File: src/rtl/redux_pkg.sv
// Shared defaults and encodings for the fetch front end: bus widths, reset
// address, opcode field position and the fetch FSM state enum.
package redux_pkg;

  localparam int PC_W_DEF    = 8;
  localparam int INSTR_W_DEF = 8;
  localparam logic [PC_W_DEF-1:0] RESET_PC_DEF = 8'h00;

  // Opcode is the top nibble of the instruction word.
  localparam int OPCODE_W  = 4;
  localparam int OPCODE_HI = INSTR_W_DEF - 1;
  localparam int OPCODE_LO = INSTR_W_DEF - OPCODE_W;

  typedef enum logic [1:0] {
    ST_IDLE  = 2'd0,
    ST_FETCH = 2'd1,
    ST_HOLD  = 2'd2
  } fetch_state_e;

endpackage

File: src/rtl/pc_counter.sv
// Program counter: load has priority over increment, wraps modulo 2^PC_W,
// asynchronously returns to RESET_PC.
module pc_counter
  import redux_pkg::*;
#(
  parameter int              PC_W     = PC_W_DEF,
  parameter logic [PC_W-1:0] RESET_PC = PC_W'(RESET_PC_DEF)
) (
  input  logic            clk,
  input  logic            rst,
  input  logic            load,
  input  logic [PC_W-1:0] load_val,
  input  logic            inc,
  output logic [PC_W-1:0] pc
);

  logic [PC_W-1:0] pc_q, pc_d;

  always_comb begin
    pc_d = pc_q;
    if (load) begin
      pc_d = load_val;
    end else if (inc) begin
      pc_d = pc_q + PC_W'(1);
    end
  end

  always_ff @(posedge clk or posedge rst) begin
    if (rst) begin
      pc_q <= RESET_PC;
    end else begin
      pc_q <= pc_d;
    end
  end

  assign pc = pc_q;

endmodule

File: src/rtl/instruction_fetch.sv
// Instruction fetch: issues one memory read at a time, holds the returned word
// for decode under a valid/ready handshake, and honours branch redirects.
module instruction_fetch
  import redux_pkg::*;
#(
  parameter int              PC_W     = PC_W_DEF,
  parameter int              INSTR_W  = INSTR_W_DEF,
  parameter logic [PC_W-1:0] RESET_PC = PC_W'(RESET_PC_DEF)
) (
  input  logic               clk,
  input  logic               rst,
  input  logic               run,
  output logic               imem_req,
  output logic [PC_W-1:0]    imem_addr,
  input  logic               imem_ack,
  input  logic [INSTR_W-1:0] imem_data,
  output logic               instr_valid,
  input  logic               instr_ready,
  output logic [INSTR_W-1:0] instr,
  output logic [OPCODE_W-1:0] opcode,
  output logic [PC_W-1:0]    instr_pc,
  input  logic               redirect,
  input  logic [PC_W-1:0]    redirect_pc
);

  fetch_state_e       state_q, state_d;
  logic               kill_q, kill_d;
  logic [INSTR_W-1:0] instr_q, instr_d;
  logic [PC_W-1:0]    instr_pc_q, instr_pc_d;
  logic [PC_W-1:0]    pc;
  logic               pc_inc;

  pc_counter #(
    .PC_W     (PC_W),
    .RESET_PC (RESET_PC)
  ) u_pc (
    .clk      (clk),
    .rst      (rst),
    .load     (redirect),
    .load_val (redirect_pc),
    .inc      (pc_inc),
    .pc       (pc)
  );

  always_comb begin
    state_d    = state_q;
    kill_d     = kill_q;
    instr_d    = instr_q;
    instr_pc_d = instr_pc_q;
    pc_inc     = 1'b0;
    case (state_q)
      ST_IDLE: begin
        if (run) state_d = ST_FETCH;
      end
      ST_FETCH: begin
        if (imem_ack) begin
          // A redirect or a pending kill turns this ack into a discard.
          if (redirect || kill_q) begin
            kill_d = 1'b0;
          end else begin
            instr_d    = imem_data;
            instr_pc_d = pc;
            pc_inc     = 1'b1;
            state_d    = ST_HOLD;
          end
        end else if (redirect) begin
          // The in-flight read targets the old address; drop its ack.
          kill_d = 1'b1;
        end
      end
      ST_HOLD: begin
        if (redirect) begin
          state_d = ST_FETCH;
        end else if (instr_ready) begin
          state_d = run ? ST_FETCH : ST_IDLE;
        end
      end
      default: state_d = ST_IDLE;
    endcase
  end

  always_ff @(posedge clk or posedge rst) begin
    if (rst) begin
      state_q    <= ST_IDLE;
      kill_q     <= 1'b0;
      instr_q    <= '0;
      instr_pc_q <= '0;
    end else begin
      state_q    <= state_d;
      kill_q     <= kill_d;
      instr_q    <= instr_d;
      instr_pc_q <= instr_pc_d;
    end
  end

  assign imem_req    = (state_q == ST_FETCH);
  assign imem_addr   = pc;
  assign instr_valid = (state_q == ST_HOLD);
  assign instr       = instr_q;
  assign opcode      = instr_q[INSTR_W-1 -: OPCODE_W];
  assign instr_pc    = instr_pc_q;

endmodule

File: config.mk
export PLATFORM = sky130hd
export DESIGN_NAME = instruction_fetch
export DESIGN_NICKNAME = d
export VERILOG_FILES = /design/src/rtl/redux_pkg.sv /design/src/rtl/pc_counter.sv /design/src/rtl/instruction_fetch.sv
export SDC_FILE = /design/constraint.sdc
export NUM_CORES = 1
export LEC_CHECK = 0
export BUFFER_PORTS_ARGS = -buffer_cell sky130_fd_sc_hd__buf_2
export CORE_ASPECT_RATIO = 0.6
export CORE_MARGIN = 4
export CORE_UTILIZATION = 30
export DETAILED_ROUTE_END_ITERATION = 6
export GPL_TIMING_DRIVEN = 0
export MAX_ROUTING_LAYER = met4
export PLACE_DENSITY = 0.52
export SYNTH_ARGS = -nofsm -noshare
export SYNTH_HDL_FRONTEND = slang
export SYNTH_SLANG_ARGS = --single-unit
File: constraint.sdc
create_clock -name clk -period 1.89 [get_ports clk]
set_input_delay 0.378 -clock clk [delete_from_list [all_inputs] [get_ports clk]]
set_output_delay 0.378 -clock clk [all_outputs]
set_load 0.01 [all_outputs]
==> results.py <==
metrics = {
    "worst_setup_path": {
        "timing.rr.start": "state_q[1]",
        "setup.worst_path.start": "state_q[1]",
        "end_kind": "flop",
        "crit_family": "flip-flops",
        "cp.required_ns": 2.05,
        "r2r_setup_slack_ns": 0.17,
        "crit_chain": "nand4bb_1, buf_2, nor2_4, buf_4, mux2_2",
        "crit_type": "flop to flop",
        "crit_arrival_ns": 1.88,
        "cp_slowest_stage_delay_ns": 0.44,
        "critPathBufInv": 2,
        "crit_path_max_fanout": 10,
        "r2r-end": "instr_pc[2]",
        "cpMaxStageDelayCell": "dfrtp_1",
        "r2r_cells": 5,
        "critPathLaunchType": "flop",
    },
    "timing": {
        "fmax_mhz": 581,
        "drv_slew": 0,
        "finClkSkew_ns": 0.00271,
        "period_needed_ns": 1.72,
        "tightest_slew_ns": 1.05,
        "setup_slack_ns": 0.170,
        "period_share": 0.910,
        "tns_ns": 0,
        "setup_viol": 0,
        "rsz0062_at_grt": "no",
        "hold_violations": 0,
        "maxSlewHeadroom": 0.303,
    },
    "clocking": {
        "cts.root.buffer_cell": "clkbuf_8",
        "clkSinkCount": 27,
        "cts_tree": "yes",
        "cts.htree.levels": 1,
        "clkTransAtPathRegs_ns": 0.09,
        "cts-resized-gates": 0,
        "clk_latency_ns": 0.27,
        "cts_buffers": 3,
        "cts_setup_buffers": 0,
        "hold_buffers": 0,
        "clk_path_buf_depth": 2,
    },
    "global_route": {
        "grt_pass1_wl_mm": 5.11,
        "grt_usage": 0.123,
        "overflow": 0,
        "antenna_found_initial": 0,
        "grt_pass1_vias": 1011,
        "grt_max_degree": 28,
    },
    "placement": {
        "place.gp.congestion": 0.759,
        "placed_cells": 203,
        "pre_cts_slack_ns": 0.153,
        "hpwlAfterDp_mm": 2.24,
        "portBuffers": 50,
    },
    "die": {
        "die_h_um": 57.8,
        "io_pins": 52,
        "core_area_um2": 3830,
        "start_util": 0.324,
        "die_x_um": 91.0,
        "fp-row-count": 17,
        "die_area_um2": 5250,
    },
    "min_path": {
        "hold_depth": 2,
        "min_from": "imem_ack",
        "hold_end": "kill_q",
        "min-delay-path-class": "input pin to flop",
    },
    "cells_and_area": {
        "antenna_cells": 0,
        "instances_no_fill": 207,
        "nets": 184,
        "synthToLayoutAreaGrowth_pct": 28.6,
        "drive_above_1_share": 0.481,
        "fillers": 382,
    },
    "power": {
        "power.leakage_nw": 0.748,
        "p_total_mw": 2.15,
        "power_density_nw_per_um2": 1350,
        "irDropWorstVdd_mv": 0.565,
    },
    "synthesis": {
        "synthCells": 106,
        "synth_ff_type": "dfrtp_1",
        "yosys.cell_types.count": 30,
        "syn_area_um2": 1240,
        "syn_nets": 129,
        "ys_seq_elements": 27,
        "synth_edf_count": 0,
        "yosysWarnings": 0,
        "ys_async_sr_fraction": 1.00,
        "ys_seq_area_frac": 0.545,
        "synth_area_per_cell_um2": 11.7,
    },
    "route": {
        "routed-via-count": 991,
        "viasPerCell": 4.79,
        "postRouteAntennaNets": 0,
        "avgRoutedWirePerCell_um": 14.0,
        "drc": 0,
        "drtPass1Iterations": 4,
        "finalWirelength_mm": 2.91,
        "drtIter0Drc": 43,
    },
    "outcome": {
        "status": "complete, no violations",
    },
    "flow_run": {
        "cap_violations": 0,
    },
}
==> power by group <==
part / switching, mW / internal [mW] / leakage, nW
registers: 0.151 / 0.796 / 0.322
logic: 0.413 / 0.461 / 0.403
clock network: 0.173 / 0.151 / 0.0228
total: 0.737 / 1.41 / 0.748
==> metal layers <==
metal | global-route usage | up-vias | share of wire
met2 | 0.195 | 33 | 0.44
met1 | 0.157 | 469 | 0.49
met4 | 0.0129 | 0 | 0
li1 | - | 489 | -
met5 | - | - | 0
met3 | 0.0441 | 0 | 0.066
==> registers in the layout, summed over array words and instances (netlist names) <==
name      cells
u_pc.pc       8
state_q       2
instr         8
instr_pc      8
kill_q        1
==> area by class of cell <==
class	count	area, um^2	area share
Multi-Input combinational cell	66	493	0.310
Timing Repair Buffer	50	250	0.157
Tap cell	47	58.8	0.0369
Sequential cell	27	676	0.424
Buffer	9	55.1	0.0346
Clock buffer	4	45.0	0.0283
Inverter	4	15.0	0.00943
==> cell usage in the layout (no fill, tap or decap) <==
cell	netlist	routed
buf_2	2	52
dfrtp_1	27	27
mux2_2	16	16
nand2_1	7	7
nand3_1	6	6
or4_1	6	6
buf_4	5	5
a21oi_1	4	4
o211ai_1	3	3
o31ai_1	3	3
nor2_1	3	3
a31oi_1	3	3
inv_1	3	3
clkbuf_8	0	3
clkbuf_1	1	2
nor2b_1	2	2
buf_1	1	1
nand4bb_1	1	1
clkinv_1	1	1
nand4_1	1	1
o22ai_1	1	1
nor3b_1	1	1
o21a_1	1	1
nor2_4	1	1
nand2b_1	1	1
nor3_1	1	1
and3_1	1	1
a211o_1	1	1
mux2i_1	1	1
o21ai_0	1	1
ha_1	1	1
==> worst reg2reg max path: stages (launching register included) <==
cell and delay, ns:
dfrtp_1 0.44, nand4bb_1 0.19, buf_2 0.18, nor2_4 0.21, buf_4 0.24, mux2_2 0.35
==> logic make-up after synthesis <==
logic type	count (synthesis)	synth area share
mux	17	0.154
simple gates	31	0.144
fa+ha+maj	1	0.0101
flops	27	0.545
buf+inv	13	0.0566
compound gates	17	0.0899
==> metrics by stage <==
step | instance area (um^2) | hold WS, ns | util
after detailed placement | 1550 | 0.490 | 0.404
after global placement | 1550 | 0.486 | 0.404
after global routing | 1590 | 0.302 | 0.416
after floorplan | 1240 | 0.431 | -
after CTS | 1590 | 0.288 | 0.416
final | 1590 | 0.295 | 0.416
==> cells in the mapped netlist (3+ instances only) <==
| master | count | share of area |
|---|---|---|
| inv_1 | 3 | 0.0091 |
| mux2_2 | 16 | 0.15 |
| buf_4 | 5 | 0.030 |
| nor2_1 | 3 | 0.0091 |
| a21oi_1 | 4 | 0.016 |
| a31oi_1 | 3 | 0.015 |
| or4_1 | 6 | 0.036 |
| o31ai_1 | 3 | 0.018 |
| nand2_1 | 7 | 0.021 |
| o211ai_1 | 3 | 0.018 |
| nand3_1 | 6 | 0.024 |
| dfrtp_1 | 27 | 0.55 |
==> how the worst max path moves through the flow <==
| stage | end | slack (ns) | cells after the start |
|---|---|---|---|
| 5_1_grt | instr_pc[2] | 0.08 | 5 |
| 3_5_place_dp | instr_pc[5] | 0.15 | 5 |
| 2_1_floorplan | instr[0] | 0.37 | 5 |
| 3_3_place_gp | instr_pc[6] | 0.20 | 5 |
| 6_report | instr_pc[2] | 0.17 | 5 |
| 4_1_cts | instr_pc[2] | 0.13 | 5 |
No activity file was read; power rests on OpenSTA's default activity.
